--- config.mk ---
export PLATFORM = sky130hd
export DESIGN_NAME = fma16_sched
export DESIGN_NICKNAME = d
export VERILOG_FILES = /design/src/rtl/fma16_sched.sv
export SDC_FILE = /design/constraint.sdc
export NUM_CORES = 1
export LEC_CHECK = 0
export ABC_AREA = 0
export CAP_MARGIN = 0
export CORE_MARGIN = 4
export CORE_UTILIZATION = 35
export DETAILED_ROUTE_END_ITERATION = 8
export GPL_TIMING_DRIVEN = 0
export PLACE_DENSITY = 0.77
export REMOVE_ABC_BUFFERS = 1
export SYNTH_ARGS = -nofsm -noshare
export SYNTH_HDL_FRONTEND = slang
export SYNTH_SLANG_ARGS = --single-unit
--- constraint.sdc ---
create_clock -name clk -period 2.1 [get_ports clk]
set_clock_uncertainty 0.05 [all_clocks]
set_input_delay 0.42 -clock clk [delete_from_list [all_inputs] [get_ports clk]]
set_output_delay 0.42 -clock clk [all_outputs]
set_load 0.03 [all_outputs]
--- src/rtl/fma16_sched.sv ---
// Round-robin scheduler and sequencer for a shared fma16 datapath.
// Two requesters are arbitrated, the opcode is decoded, operands are held for LATENCY cycles, then the result is returned.
module fma16_sched #(
  parameter int unsigned LATENCY = 1
) (
  input  logic        clk,
  input  logic        reset,

  input  logic        req0_valid,
  output logic        req0_ready,
  input  logic [2:0]  req0_op,
  input  logic [15:0] req0_x,
  input  logic [15:0] req0_y,
  input  logic [15:0] req0_z,
  input  logic [1:0]  req0_rm,

  input  logic        req1_valid,
  output logic        req1_ready,
  input  logic [2:0]  req1_op,
  input  logic [15:0] req1_x,
  input  logic [15:0] req1_y,
  input  logic [15:0] req1_z,
  input  logic [1:0]  req1_rm,

  output logic        rsp_valid,
  input  logic        rsp_ready,
  output logic        rsp_id,
  output logic [15:0] rsp_result,
  output logic        rsp_err,

  output logic [15:0] fma_x,
  output logic [15:0] fma_y,
  output logic [15:0] fma_z,
  output logic        fma_mul,
  output logic        fma_add,
  output logic        fma_negr,
  output logic        fma_negz,
  output logic [1:0]  fma_roundmode,
  input  logic [15:0] fma_result,

  output logic        busy
);

  typedef enum logic [1:0] {
    IDLE = 2'd0,
    EXEC = 2'd1,
    RESP = 2'd2
  } state_t;

  localparam logic [3:0] COUNT_LOAD = 4'(LATENCY - 1);
  localparam logic [15:0] QNAN = 16'h7E00;

  state_t      state;
  logic [3:0]  count;
  logic        last_grant;

  logic        grant;
  logic        accept;
  logic [2:0]  sel_op;
  logic [15:0] sel_x;
  logic [15:0] sel_y;
  logic [15:0] sel_z;
  logic [1:0]  sel_rm;
  logic        legal;
  logic [3:0]  ctrl;

  // Winner: the lone valid requester, or the one not granted last on a tie.
  always_comb begin
    grant = 1'b0;
    if (req0_valid && req1_valid) grant = ~last_grant;
    else if (req1_valid)          grant = 1'b1;
  end

  assign req0_ready = (state == IDLE) && req0_valid && !grant;
  assign req1_ready = (state == IDLE) && req1_valid &&  grant;
  assign accept     = req0_ready || req1_ready;

  assign sel_op = grant ? req1_op : req0_op;
  assign sel_x  = grant ? req1_x  : req0_x;
  assign sel_y  = grant ? req1_y  : req0_y;
  assign sel_z  = grant ? req1_z  : req0_z;
  assign sel_rm = grant ? req1_rm : req0_rm;

  // ctrl is {mul, add, negr, negz}.
  always_comb begin
    // NOTE: defaults first so every path assigns both outputs; otherwise a latch is inferred.
    legal = 1'b1;
    ctrl  = 4'b0000;
    unique case (sel_op)
      3'b000: ctrl = 4'b0100;
      3'b001: ctrl = 4'b0101;
      3'b010: ctrl = 4'b1000;
      3'b011: ctrl = 4'b1100;
      3'b100: ctrl = 4'b1101;
      3'b101: ctrl = 4'b1110;
      3'b110: ctrl = 4'b1111;
      3'b111: legal = 1'b0;
    endcase
  end

  // NOTE: all state is updated with non-blocking assignments so every register samples pre-edge values.
  always_ff @(posedge clk) begin
    if (reset) begin
      state         <= IDLE;
      count         <= '0;
      last_grant    <= 1'b1;
      busy          <= 1'b0;
      rsp_valid     <= 1'b0;
      rsp_id        <= 1'b0;
      rsp_result    <= '0;
      rsp_err       <= 1'b0;
      fma_x         <= '0;
      fma_y         <= '0;
      fma_z         <= '0;
      fma_mul       <= 1'b0;
      fma_add       <= 1'b0;
      fma_negr      <= 1'b0;
      fma_negz      <= 1'b0;
      fma_roundmode <= '0;
    end else begin
      unique case (state)
        IDLE: begin
          if (accept) begin
            last_grant <= grant;
            rsp_id     <= grant;
            busy       <= 1'b1;
            if (legal) begin
              fma_x         <= sel_x;
              fma_y         <= sel_y;
              fma_z         <= sel_z;
              fma_roundmode <= sel_rm;
              {fma_mul, fma_add, fma_negr, fma_negz} <= ctrl;
              count         <= COUNT_LOAD;
              state         <= EXEC;
            end else begin
              // Illegal op skips the datapath and answers with a quiet NaN.
              rsp_result <= QNAN;
              rsp_err    <= 1'b1;
              rsp_valid  <= 1'b1;
              state      <= RESP;
            end
          end
        end
        EXEC: begin
          if (count == 4'd0) begin
            rsp_result <= fma_result;
            rsp_err    <= 1'b0;
            rsp_valid  <= 1'b1;
            state      <= RESP;
          end else begin
            count <= count - 4'd1;
          end
        end
        RESP: begin
          if (rsp_ready) begin
            rsp_valid <= 1'b0;
            busy      <= 1'b0;
            state     <= IDLE;
          end
        end
        default: begin
          state <= IDLE;
          busy  <= 1'b0;
        end
      endcase
    end
  end

endmodule
After elaboration in Yosys (flattened, before gate mapping)
Cells that the tools add are included.
- bits in registers: 81
- input port bits: 127
- output and inout port bits: 76
- logic and storage cells: 84
- add/sub/neg operators: 1
- equality and inequality tests: 15
- multiplexer cells: 30
- bitwise gates (word level): 3
- reduce and logical (&&, ||, !) cells: 19
- operators by type and width (kind ; number):
    16-bit 2-to-1 mux ; 6
    16-bit one-hot mux with 2 select lines ; 1
    4-bit one-hot mux with 7 select lines ; 1
    3-bit == test, second input constant ; 4
    4-bit 2-to-1 mux ; 3
    2-bit 2-to-1 mux ; 5
    2-bit inequality test, second input constant ; 5
    3-bit AND reduction ; 3
    1-bit 2-to-1 mux ; 8
    4-bit one-hot mux with 2 select lines ; 1
    4-bit AND reduction ; 2
    3-bit by 2-bit == test with 1-bit output, second input constant ; 2
    1-bit one-hot mux with 3 select lines ; 2
    2-bit one-hot mux with 3 select lines ; 1
    1-bit logical AND ; 5
    5-bit AND reduction ; 1
    4-bit zero test ; 1
    4-bit by 1-bit subtractor with 4-bit output, second input constant ; 1
    3-bit by 1-bit == test with 1-bit output, second input constant ; 1
    3-bit zero test ; 1
    3-bit 2-to-1 mux ; 1
    1-bit inverter ; 3
    3-bit nonzero test ; 1
    2-bit by 1-bit == test with 1-bit output, second input constant ; 1
    8 further kinds ; 8

Logic depth before layout (Yosys ltp)
- depth in word-level cells: 7
- depth in mapped cells: 8
- depth with buffers taken out: 6

Worst setup path before layout
No wires, ideal clock.
- kind: input port to flip-flop
- start point: in req1_valid
- end point: reg rsp_result[6]
- library setup time: 0.117 ns
- arrival time: 1.856 ns
- setup slack: 0.077 ns
- stages on the path: 8
- buffers on the path: 4
- cells stage by stage: a21boi_1 buf_2 mux2_4 buf_6 a22o_1 buf_6 buf_6 a32o_1
- longest elaborated chain between the ends: 7
- elaborated cells on any way between the ends: 13
- RTL lines (what ; line ; source):
    start: declaration ; 17 ; input logic req1_valid,
    branches (longest 6 deep; another with 3-bit 2-to-1 mux) ; - ;
    4-bit AND reduction (no line) * ; - ;
    end signal: assignment ; 146 ; rsp_result <= fma_result;
    end: declaration ; 28 ; output logic [15:0] rsp_result,
Mark *: on every way between the ends.
A chain may end at the register's enable or synchronous reset.

Worst setup path after layout
- start point: in req1_op[2]
- end point: reg rsp_result[1]
- longest elaborated chain between the ends: 4
- RTL lines (what ; line ; source):
    start: declaration ; 19 ; input logic [2:0] req1_op,
    3-bit 2-to-1 mux ; 78 ; assign sel_op = grant ? req1_op : req0_op;
    3-bit == test ; 89 ; unique case (sel_op)
    2-bit by 1-bit inequality test with 1-bit output (no line) ; - ;
    4-bit AND reduction (no line) ; - ;
Every way passes these cells.

==> results.json <==
{
  "max_slew_margin": 0.554,
  "hp-class": "flop to flop",
  "power_density_nw_per_um2": 911,
  "ir_drop_mv": 0.511,
  "dieWidth_um": 110,
  "slew_viol_final": 0,
  "grt_overflow": 0,
  "ctsHoldBuffers": 0,
  "vias_per_cell": 5.32,
  "critPathTopFamily": "compound AO/OA/AOI/OAI gates",
  "endpoint_kind": "flop",
  "cts.sinks": 81,
  "die_h_um": 110,
  "wl_per_cell_um": 17.6,
  "min_period_ns": 2.04,
  "core_area_um2": 9910,
  "power.leakage_nw": 2.31,
  "r2r_slack_ns": 0.07,
  "crit_path_end": "rsp_result[1]$_SDFFE_PP0P_",
  "synth-main-ff-cell": "dfxtp_1",
  "first_iter_violations": 140,
  "area_growth_pct": 71.0,
  "tightest_slew_ns": 0.670,
  "post-route-period-util": 0.972,
  "crit_type": "input port to flop",
  "timing.rr.end": "rsp_result[1]$_SDFFE_PP0P_",
  "vias": 3828,
  "worst-path-stages": 5,
  "synthCells": 381,
  "cap_violations": 0,
  "antenna_cells": 0,
  "async_flop_share": 0,
  "io_pins": 203,
  "grt_pass1_vias": 3902,
  "path_cells": "clkdlybuf4s50_1 > nand3_2 > mux2_8 > a22o_4 > a32o_1",
  "detailedRoute.firstPassIterationCount": 4,
  "grt_pass1_wl_mm": 19.1,
  "cts_tree": "built",
  "antenna_found_initial": 0,
  "seq_area_frac_synth": 0.447,
  "synth_edf_count": 0,
  "drtAntennaViolNets": 0,
  "timing.hold.ws_ns": 0.399,
  "clk_latency_ns": 0.34,
  "avgSynthCellArea_um2": 9.52,
  "crit_path_start_kind": "input port",
  "grt_util_all_layers": 0.202,
  "cts_made_buffers": 9,
  "gp_congestion": 0.778,
  "htreeDepth": 3,
  "fmax_ghz": 0.490,
  "crit_required_ns": 2.28,
  "finalNetCount": 710,
  "clk_pin_slew_ns": 0.07,
  "r2r-start": "count[0]$_SDFFE_PP0P_",
  "crit_buf_inv": 1,
  "ys_ff_latch": 81,
  "grt_max_degree": 38,
  "drc": 0,
  "critPathMaxFanout": 18,
  "ff2ff_path_depth": 6,
  "crit_path_max_incr_delay_ns": 0.58,
  "crit_slowest_cell": "clkdlybuf4s50_1",
  "yosys_warnings": 0,
  "setup_violations": 0,
  "status": "completed",
  "post-route-util": 0.626,
  "place_hpwl_mm": 8.88,
  "hold_viol": 0,
  "row_count": 36,
  "synth.distinct_cells": 37,
  "drive_gt1_frac": 0.0956,
  "fill_cells": 821,
  "root_buffer": "clkbuf_8",
  "port_buffers": 202,
  "cp_data_arrival_time_ns": 2.22,
  "cp-startpoint": "req1_op[2]",
  "clockBufferDepth": 2,
  "dieArea_um2": 12100,
  "start_util": 0.366,
  "power_mw": 5.65,
  "synth_area_um2": 3630,
  "wl_mm": 12.7
}
-- tightest hold or removal path, stage by stage, from the launching register on --
cell and delay (ns):
dfxtp_1 0.31, inv_1 0.05, a21oi_1 0.05
-- synthesized netlist by cell type, types with 4 or more instances --
library cell,count,area (um2)
a32o_1,12,120
clkbuf_1,25,93.8
dfxtp_1,81,1620
nor2b_1,4,25.0
inv_1,8,30.0
o21ai_0,10,50.1
buf_2,6,30.0
nor3_1,4,20.0
mux2i_1,53,531
nand3_1,9,45.0
nor2_1,9,33.8
nand2_1,10,37.5
a21oi_1,65,325
a211oi_1,53,398
-- final cells by class --
cell class / instances / area [um2] / share of cell area
clock buffers: 11 / 131 / 0.0212
clock inverters: 5 / 80.1 / 0.0129
multi-input cells: 258 / 1940 / 0.313
flip-flops and latches: 81 / 1620 / 0.262
well taps: 133 / 166 / 0.0268
inverters: 9 / 33.8 / 0.00545
repair buffers: 222 / 2230 / 0.360
-- kinds of logic (layout without fill, tap and decap cells) --
kind of cell	Yosys count	count (layout)	synth area share
AO/OA/AOI/OAI	149	149	0.265
multiplexers	55	58	0.154
AND/OR/NAND/NOR	47	47	0.0680
buffers and inverters	45	247	0.0549
flip-flops	81	81	0.447
adder cells (fa/ha/maj)	2	2	0.00690
XOR/XNOR	2	2	0.00483
-- placed cells by master, fill, tap and decap left out, types with 2 or more instances in the layout --
master           Yosys  final
nand3_1              9      7
dlymetal6s2s_1       0      2
nor2_4               0      2
a211oi_1            53     53
nor3_1               4      3
inv_1                8      8
mux2i_1             53     52
clkbuf_8             0      9
buf_6                3      4
o21ai_0             10     10
clkinvlp_4           0      2
nand3b_1             2      2
buf_4                0     13
mux2_4               1      2
ha_1                 2      2
xor2_1               2      2
bufinv_16            0      2
dfxtp_1             81     81
buf_2                6      2
or3b_2               2      2
buf_12               0      4
a31oi_1              3      3
clkdlybuf4s50_1      0    197
clkbuf_1            25      2
nand2_1             10      9
nand3_2              0      2
nor2b_1              4      4
a21oi_1             65     65
mux2_2               1      2
a32o_1              12     12
nor2_1               9      6
-- registers in the layout, summed over array words and instances, names as in the netlist, 2 cells and up --
name,cells
count,4
fma_roundmode,2
fma_x,16
fma_y,16
fma_z,16
rsp_result,16
state,2
-- how the worst min path moves through the flow --
stage | cells after the start | from | end
floorplan | 1 | last_grant$_SDFFE_PP1P_ | last_grant$_SDFFE_PP1P_
global placement | 2 | rsp_result[11]$_SDFFE_PP0P_ | rsp_result[11]$_SDFFE_PP0P_
detailed placement | 2 | rsp_result[9]$_SDFFE_PP0P_ | rsp_result[9]$_SDFFE_PP0P_
CTS | 2 | rsp_result[9]$_SDFFE_PP0P_ | rsp_result[9]$_SDFFE_PP0P_
global route | 2 | rsp_result[9]$_SDFFE_PP0P_ | rsp_result[9]$_SDFFE_PP0P_
finish | 2 | rsp_result[9]$_SDFFE_PP0P_ | rsp_result[9]$_SDFFE_PP0P_
-- stage by stage --
stage,worst slack [ns],instance area (um2),setup TNS [ns],cells
finish,0.0589,6200,0,719
floorplan,-5.33,3460,-386.49,345
global route,-0.000590,6200,-0.000590,719
detailed placement,-1.02,5780,-71.00,687
CTS,0.0111,6140,0,714
global placement,-8.36,5650,-594.64,680
-- per-layer routing --
layer / track usage / wire (um) / up-vias
met5: 0 / 0 / -
met4: 0.0695 / 174 / 0
met3: 0.0705 / 1220 / 15
met2: 0.364 / 6460 / 174
met1: 0.218 / 4830 / 1798
li1: - / - / 1841
-- what timing repair did --
action	4_1_cts	5_1_grt
pin swaps	1	0
endpoints found under the setup margin	80	57
setup buffers	9	4
cloned	2	1
gates resized for setup	23	5
-- power by group --
group	internal (mW)	switching, mW
Sequential	1.82	0.172
Clock	0.669	0.550
Combinational	1.10	1.34
Total	3.59	2.06
(Power assumes the default switching activity.)
